==> src/rtl/spad_pkg.sv <==
`default_nettype none
//------------------------------------------------------------------
// spad_pkg: shared types and constants for the scratch-pad arbiter
// Revision: 1.0
//------------------------------------------------------------------
package spad_pkg;

   typedef enum logic [1:0] {
      IDLE  = 2'd0,
      OWN_A = 2'd1,
      OWN_B = 2'd2
   } spad_state_t;

   localparam logic PORT_A = 1'b0;
   localparam logic PORT_B = 1'b1;

   localparam int SPAD_ADDR_W = 16;
   localparam int SPAD_DATA_W = 32;
   localparam int SPAD_CNT_W  = 8;

   function automatic logic [SPAD_CNT_W-1:0] sat_inc(input logic [SPAD_CNT_W-1:0] v,
                                                      input logic [SPAD_CNT_W-1:0] lim);
      return (v >= lim) ? lim : v + 1'b1;
   endfunction

endpackage
`default_nettype wire

==> src/rtl/spad_rr_pick.sv <==
`default_nettype none
//------------------------------------------------------------------
// spad_rr_pick: combinational 2-way grant picker with burst limit
// Revision: 1.0
//------------------------------------------------------------------
module spad_rr_pick
   import spad_pkg::*;
#(
   parameter int MAX_BURST = 8
) (
   input  spad_state_t           state,
   input  logic                  rr_ptr,
   input  logic [SPAD_CNT_W-1:0] burst_cnt,
   input  logic                  a_req,
   input  logic                  b_req,
   output logic [1:0]            gnt,
   output logic                  next_owner
);

   localparam logic [SPAD_CNT_W-1:0] c_max_cnt = SPAD_CNT_W'(MAX_BURST);

   logic w_at_max;
   assign w_at_max = (burst_cnt == c_max_cnt);

   always_comb begin
      gnt = 2'b00;
      case (state)
         IDLE: begin
            if (a_req && (!b_req || rr_ptr == PORT_A)) gnt = 2'b01;
            else if (b_req)                            gnt = 2'b10;
         end
         OWN_A: begin
            if (a_req && !(b_req && w_at_max)) gnt = 2'b01;
            else if (b_req)                    gnt = 2'b10;
         end
         OWN_B: begin
            if (b_req && !(a_req && w_at_max)) gnt = 2'b10;
            else if (a_req)                    gnt = 2'b01;
         end
         default: gnt = 2'b00;
      endcase
   end

   assign next_owner = gnt[1] ? PORT_B : PORT_A;

endmodule
`default_nettype wire

==> src/rtl/spad_arbiter.sv <==
`default_nettype none
//------------------------------------------------------------------
// spad_arbiter: round-robin two-port arbiter for the scratch-pad SRAM
// Revision: 1.0
//------------------------------------------------------------------
module spad_arbiter
   import spad_pkg::*;
#(
   parameter int ADDR_W    = SPAD_ADDR_W,
   parameter int DATA_W    = SPAD_DATA_W,
   parameter int MAX_BURST = 8
) (
   input  logic              PORT1HCLK,
   input  logic              HRESETn,
   input  logic              a_req,
   input  logic [3:0]        a_wen,
   input  logic [ADDR_W-1:0] a_addr,
   input  logic [DATA_W-1:0] a_wdata,
   output logic              a_gnt,
   output logic              a_rvalid,
   input  logic              b_req,
   input  logic [3:0]        b_wen,
   input  logic [ADDR_W-1:0] b_addr,
   input  logic [DATA_W-1:0] b_wdata,
   output logic              b_gnt,
   output logic              b_rvalid,
   output logic [DATA_W-1:0] rdata,
   output logic              spad_en,
   output logic [3:0]        spad_wen,
   output logic [ADDR_W-1:0] spad_addr,
   output logic [DATA_W-1:0] spad_wdata,
   input  logic [DATA_W-1:0] spad_rdata
);

   localparam logic [SPAD_CNT_W-1:0] c_max_cnt = SPAD_CNT_W'(MAX_BURST);

   spad_state_t           r_state;
   logic [SPAD_CNT_W-1:0] r_burst_cnt;
   logic                  r_rr_ptr;
   logic                  r_a_rvalid;
   logic                  r_b_rvalid;
   logic [1:0]            w_pick;
   logic [1:0]            w_gnt;
   logic                  w_next_owner;
   logic                  w_same_owner;

   spad_rr_pick #(
      .MAX_BURST (MAX_BURST)
   ) u_pick (
      .state      (r_state),
      .rr_ptr     (r_rr_ptr),
      .burst_cnt  (r_burst_cnt),
      .a_req      (a_req),
      .b_req      (b_req),
      .gnt        (w_pick),
      .next_owner (w_next_owner)
   );

   // Grants are held off combinationally for the whole time reset is low.
   assign w_gnt = w_pick & {2{HRESETn}};
   assign a_gnt = w_gnt[0];
   assign b_gnt = w_gnt[1];

   assign w_same_owner = (w_next_owner == PORT_A && r_state == OWN_A) ||
                         (w_next_owner == PORT_B && r_state == OWN_B);

   always_ff @(posedge PORT1HCLK or negedge HRESETn) begin
      if (!HRESETn) begin
         r_state     <= IDLE;
         r_burst_cnt <= '0;
         r_rr_ptr    <= PORT_A;
         r_a_rvalid  <= 1'b0;
         r_b_rvalid  <= 1'b0;
      end else begin
         r_a_rvalid <= w_gnt[0] && (a_wen == 4'h0);
         r_b_rvalid <= w_gnt[1] && (b_wen == 4'h0);
         if (|w_gnt) begin
            r_state <= (w_next_owner == PORT_A) ? OWN_A : OWN_B;
            if (w_same_owner) begin
               r_burst_cnt <= sat_inc(r_burst_cnt, c_max_cnt);
            end else begin
               r_burst_cnt <= SPAD_CNT_W'(1);
               r_rr_ptr    <= ~w_next_owner;
            end
         end else begin
            r_state     <= IDLE;
            r_burst_cnt <= '0;
         end
      end
   end

   assign a_rvalid = r_a_rvalid;
   assign b_rvalid = r_b_rvalid;
   assign rdata    = spad_rdata;
   assign spad_en  = |w_gnt;

   always_comb begin
      spad_wen   = 4'h0;
      spad_addr  = '0;
      spad_wdata = '0;
      if (w_gnt[0]) begin
         spad_wen   = a_wen;
         spad_addr  = a_addr;
         spad_wdata = a_wdata;
      end else if (w_gnt[1]) begin
         spad_wen   = b_wen;
         spad_addr  = b_addr;
         spad_wdata = b_wdata;
      end
   end

endmodule
`default_nettype wire

==> config.mk <==
export PLATFORM = sky130hd
export DESIGN_NAME = spad_arbiter
export DESIGN_NICKNAME = d
export VERILOG_FILES = /design/src/rtl/spad_pkg.sv /design/src/rtl/spad_rr_pick.sv /design/src/rtl/spad_arbiter.sv
export SDC_FILE = /design/constraint.sdc
export NUM_CORES = 1
export LEC_CHECK = 0
export BUFFER_PORTS_ARGS = -buffer_cell sky130_fd_sc_hd__buf_2
export CAP_MARGIN = 20
export CORE_AREA = 5 5 86 88
export DETAILED_ROUTE_END_ITERATION = 8
export DIE_AREA = 0 0 91 93
export GPL_ROUTABILITY_DRIVEN = 1
export GPL_TIMING_DRIVEN = 0
export MAX_ROUTING_LAYER = met4
export PLACE_DENSITY_LB_ADDON = 0.2
export SETUP_SLACK_MARGIN = 0.15
export SYNTH_ARGS = -nofsm -noshare
export SYNTH_HDL_FRONTEND = slang
export SYNTH_SLANG_ARGS = --single-unit
==> constraint.sdc <==
create_clock -name PORT1HCLK -period 2.25 [get_ports PORT1HCLK]
set_input_delay 0.45 -clock PORT1HCLK [delete_from_list [all_inputs] [get_ports PORT1HCLK]]
set_output_delay 0.45 -clock PORT1HCLK [all_outputs]
set_load 0.05 [all_outputs]
* Word-level counts from Yosys, hierarchy flattened *
Index checks and enable logic that the tools add are counted.

cells by class
  add/sub/neg operators = 1
  $lt $le $gt $ge = 1
  equal/unequal tests = 3
  muxes and demuxes = 18
  bitwise operators = 4
  reductions and logical operators = 19

operators with widths
  operator                                                               number
  32-bit 2-to-1 mux                                                      2
  16-bit 2-to-1 mux                                                      2
  8-bit 2-to-1 mux                                                       3
  2-bit 2-to-1 mux                                                       6
  1-bit logical AND                                                      9
  8-bit by 1-bit adder with 8-bit output, second input constant          1
  8-bit by 4-bit == test with 1-bit output, second input constant        1
  8-bit by 4-bit >= comparator with 1-bit output, second input constant  1
  4-bit logical NOT                                                      2
  4-bit 2-to-1 mux                                                       2
  2-bit one-hot mux with 3 select lines                                  1
  1-bit logical NOT                                                      3
  1-bit inverter                                                         3
  2-bit bitwise AND                                                      1
  2-bit by 1-bit == test with 1-bit output, second input constant        1
  2-bit == test, second input constant                                   1
  2-bit logical NOT                                                      1
  1-bit logical OR                                                       2
  1-bit 2-to-1 mux                                                       2
  2-bit AND reduction                                                    1
  2-bit OR reduction                                                     1

storage, ports and cells
  flip-flop bits (word level) = 13
  output and inout port bits = 89
  word-level logic and storage cells = 51

* Depth between registers and ports, before layout *
  depth after elaboration = 12
  mapped depth = 9

* Hierarchy *
Synthesis repeated with hierarchy kept, for this count alone.

unflattened totals
  cell total of the unflattened synthesis = 164
  area total of the unflattened synthesis = 1482.7 µm²

modules (own cells, without submodules)
  module        times used  cells each  area an instance (µm²)  sequential area each (µm²)
  spad_arbiter  1           148         1366.3                  325.3
  spad_rr_pick  1           16          116.4                   0.0

* Worst setup path before layout *
No wires, ideal clock.

  kind = register to output
  start = register r_burst_cnt[6]
  end = output spad_addr[11]
  data arrival time = 2.151 ns
  setup slack = -0.351 ns
  stages on the path, launching flop included = 7
  cell sequence = dfrtp_1 or4_4 o211ai_2 nand3_2 clkinv_2 buf_4 a22o_1

on the way
  elaborated cells on any way between the ends = 13
  those cells by class = eq/ne: 1; mux: 5; bitwise: 1; reduce/logical: 6

RTL lines
  item                                        RTL line                                source
  start: declaration                          spad_arbiter.sv:38                      logic [SPAD_CNT_W-1:0] r_burst_cnt;
  start signal: assignment                    spad_arbiter.sv:80                      r_burst_cnt <= sat_inc(r_burst_cnt, c_max_cnt);
  8-bit by 4-bit == test with 1-bit output *  spad_rr_pick.sv:23                      assign w_at_max = (burst_cnt == c_max_cnt);
  1-bit logical AND (on tied branches)        spad_rr_pick.sv:37, spad_rr_pick.sv:33
  1-bit logical NOT (on tied branches)        spad_rr_pick.sv:37, spad_rr_pick.sv:33
  1-bit logical AND (on tied branches)        spad_rr_pick.sv:37, spad_rr_pick.sv:33
  2-bit 2-to-1 mux (on tied branches)         spad_rr_pick.sv:37, spad_rr_pick.sv:33
  2-bit one-hot mux with 3 select lines *     spad_rr_pick.sv:27                      case (state)
  2-bit bitwise AND *                         spad_arbiter.sv:60                      assign w_gnt = w_pick & {2{HRESETn}};
  named net a_gnt                             spad_arbiter.sv:19                      output logic a_gnt,
  16-bit 2-to-1 mux *                         spad_arbiter.sv:101                     if (w_gnt[0]) begin
  end: declaration                            spad_arbiter.sv:30                      output logic [ADDR_W-1:0] spad_addr,

The timed path passes the listed nets; every way through them passes the cells marked *.

* Worst setup path after layout *
  start = register r_state[1]
  end = output spad_addr[13]

on the way
  cells in the longest elaborated chain, start to end = 5
  elaborated cells on any way between the ends = 7
  those cells by class = eq/ne: 2; mux: 3; bitwise: 1; reduce/logical: 1

RTL lines
  item                                         RTL line             source
  start: declaration                           spad_arbiter.sv:37   spad_state_t r_state;
  start signal: assignment                     spad_arbiter.sv:78   r_state <= (w_next_owner == PORT_A) ? OWN_A : OWN_B;
  2-bit == test, or another cell as far along  spad_rr_pick.sv:27
  2-bit one-hot mux with 3 select lines *      spad_rr_pick.sv:27
  2-bit bitwise AND *                          spad_arbiter.sv:60
  16-bit 2-to-1 mux                            spad_arbiter.sv:105  end else if (w_gnt[1]) begin
  16-bit 2-to-1 mux *                          spad_arbiter.sv:101

Mark *: on every way between the ends. The rest lies on a longest branch, timed or not.

==> results.md <==
- Crit path from: r_state[1]$_DFF_PN0_
- Post-Syn Instances: 160
- Final core occ: 58.7%
- Power Dens Cells: roughly 500 mW/mm^2
- Nets: 535
- Worst R2R Start: r_burst_cnt[6]$_DFF_PN0_
- Async S/R FF share, synth: 100%
- Core box area: around 0.0066 sq mm
- Global-route wire length before repair: between 10000 and 15000 microns
- Worst-path clk slew: around 50 ps
- Final HPWL DP: 6520 microns
- DRT Pass-1 Iters: 4
- Register area: 327 sq um
- Max-slew violation count: 0
- Clock Path Buffers: 2
- CTS tree: yes
- Reg-to-reg endpoint: r_rr_ptr$_DFFE_PN0P_
- Synth Area in XOR/XNOR: 0.586%
- Pre-CTS setup slack: -576 ps
- Post-synth EDFFs: 0
- Clock sinks: 13
- Peak VDD IR: 0.275 mV
- Post-synthesis register bit count: 13
- Post-Synth Adder-Cell Area: approximately 1.7%
- Yosys warning count: 0
- Num CTS Buffers: 3
- Post-DR vias/cell: 4.60
- Post-synthesis simple-gate area fraction: between 10% and 20%
- Maxcap violations: 0
- Distinct cell type count after synthesis: 35
- Maximum clock rate: ~360 MHz
- # hold bufs at CTS: 0
- Crit path to: spad_addr[13]
- Area growth syn-to-layout: 158%
- CTS root buf: clkbuf_8
- Mux cell area share after synthesis: 0%
- Sequential area share after synthesis: 21.8%
- Outcome: finished, violations left
- Reg2reg path depth: 13
- Largest net degree at the start of global routing: 15
- HP Class: input port to asynchronous set/reset pin
- Port Buffers: 196
- DP Area: 0.00307 sq mm
- Initial core utilization: 22.8%
- Tcrit/Tclk final: 123%
- Initial DRC Count: 49
- PnR worst setup slack: -512 ps
- Largest family of logic cells by synthesized area: compound AO/OA/AOI/OAI gates
- Vias: ~2200
- Fin area: slightly below 0.004 sq mm
- CP max FO: 10
- Number of antenna violations at the first check in global routing: 1
- Syn Area/Cell: 9.34 sq um
- Endpoint class of the critical path: output pin
- Vert. Die Dim: 93 microns
- Setup TNS Final: -27240 ps
- Final Routed Wirelength: 8160 microns
- Compound-Gate Fraction of Synth Area: a little under two fifths
- Fin. Hold Viols: 0
- Area of the multi-input gates: about 0.0013 sq mm
- FP Rows: 30
- Number of global-route vias before repair: 2446
- GRT Util Overall: 18.2%
- CTS HTree Levels: 1
- Critical Path RT: 1800 ps
- CP arrival: 2310 ps
- GPL Wtd Cong: between 0.7 and 0.8
- Drt wl/cell: 17.3 microns
- # setup viols final: 57
- Width of the die: slightly above 90 microns
- Flop2flop setup slack: -100 ps
- Drt drc: 0
- Synth Flop Type: dfrtp_1
- Worst Skew: 0.689 ps
- RSZ-0062 raised after global routing: yes
- Antenna Nets Post-Route: 0
- Failing checks: setup timing
- Num ports: roughly 230
- Power, Total: 0.00192 W
- Post-Synthesis Cell Area: 0.00150 sq mm
- Leakage power: between 2 and 2.5 nW
- CP startpoint kind: flop
- Filler cell count: 563
- Die area: 0.00846 sq mm
- Min Tclk post-route: 2760 ps
- GRT overflow: 0
- Layout cell share with drive strength beyond 1: 87.5%
- Setup Crit Path Kind: flop to output pin
- Skew-Pair Late Insertion Delay: 240 ps
==> registers in the layout (all words and copies together) (netlist names) <==
register and flops:
a_rvalid 1, r_burst_cnt 8, r_state 2, r_rr_ptr 1, b_rvalid 1
==> cell usage in the layout, fill, tap and decap left out, types with 2 or more instances in the layout <==
| master | count |
|---|---|
| o211ai_1 | 2 |
| a22o_4 | 49 |
| conb_1 | 4 |
| inv_1 | 7 |
| buf_2 | 140 |
| a211oi_2 | 2 |
| buf_4 | 57 |
| nor2_1 | 3 |
| dfrtp_1 | 12 |
| buf_12 | 6 |
| a22o_2 | 3 |
| nand2_1 | 2 |
| nand4_1 | 2 |
| buf_6 | 56 |
| clkbuf_8 | 3 |
| or4_1 | 2 |
| a221oi_2 | 2 |
| nor4_4 | 2 |
| nand2b_1 | 2 |
| buf_8 | 9 |
==> worst max-delay path, cell delays in order (launching register included) <==
cell and delay (ps):
dfrtp_2 450, or3b_1 420, a221oi_2 310, or3_4 190
buf_6 110, inv_8 60, buf_12 140, a22o_4 220
buf_6 150
==> layout make-up <==
type	count	share of cell area, %
Clock buffer	3	1.07
Clock inverter	1	0.130
Multi-Input combinational cell	98	34.0
Tap cell	80	2.60
Inverter	9	1.40
Sequential cell	13	8.47
Buffer	43	10.7
Timing Repair Buffer	225	41.6
Antenna cell	1	0.0649
==> worst min-delay path by stage <==
stage | start | to | slack, ps | cells after the start
after floorplan | HRESETn | a_rvalid$_DFF_PN0_ | 150 | 0
after global placement | HRESETn | r_state[0]$_DFF_PN0_ | 360 | 1
after detailed placement | HRESETn | r_state[0]$_DFF_PN0_ | 360 | 1
after CTS | HRESETn | r_burst_cnt[7]$_DFF_PN0_ | 50 | 1
after global routing | HRESETn | r_state[0]$_DFF_PN0_ | 50 | 1
final | HRESETn | r_burst_cnt[7]$_DFF_PN0_ | 50 | 1
==> cells by family after synthesis <==
| group | count (synthesis) |
|---|---|
| xor gates and xnor gates | 1 |
| and+or+nand+nor | 25 |
| other | 1 |
| DFF | 13 |
| buffers and inverters | 52 |
| adders and majority gates | 2 |
| AOI/OAI and AO/OA | 66 |
==> routing by layer <==
| metal | vias to the layer above | global-route usage, % | routed length [microns] |
|---|---|---|---|
| met5 | - | - | 0 |
| met4 | 0 | 5.87 | 181 |
| met3 | 12 | 4.99 | 594 |
| met2 | 101 | 33.6 | 4610 |
| met1 | 1015 | 18.6 | 2780 |
| li1 | 1050 | - | - |
==> per-stage QoR <==
stage | hold WS (ps) | std cells
finish | 45.9 | 473
global route | 47.3 | 473
CTS | 49.5 | 467
detailed placement | 364 | 439
global placement | 363 | 439
floorplan | 154 | 163
==> cell usage after synthesis, drive strengths merged (3+ instances only) <==
cell type  instances  area [sq um]
buf               43           345
o211ai             3          27.5
dfrtp             13           325
nor2               4          15.0
inv                8          35.0
a22o              52           455
nand2              3          11.3
a211oi             3          22.5
or4                3          26.3
==> what timing repair did <==
action / in CTS / in global routing
setup endpoints to repair: 55 / 61
gates cloned: 0 / 0
gates resized for setup: 136 / 14
pin swaps: 6 / 5
buffers inserted: 24 / 5
==> report_power, final <==
group	internal, W	switching (W)	total (W)
Combinational	0.000622	0.000818	0.00144
Sequential	0.000254	0.0000234	0.000277
Clock	0.000122	0.0000836	0.000206
Total	0.000998	0.000925	0.00192
No activity file was read; power rests on OpenSTA's default activity.
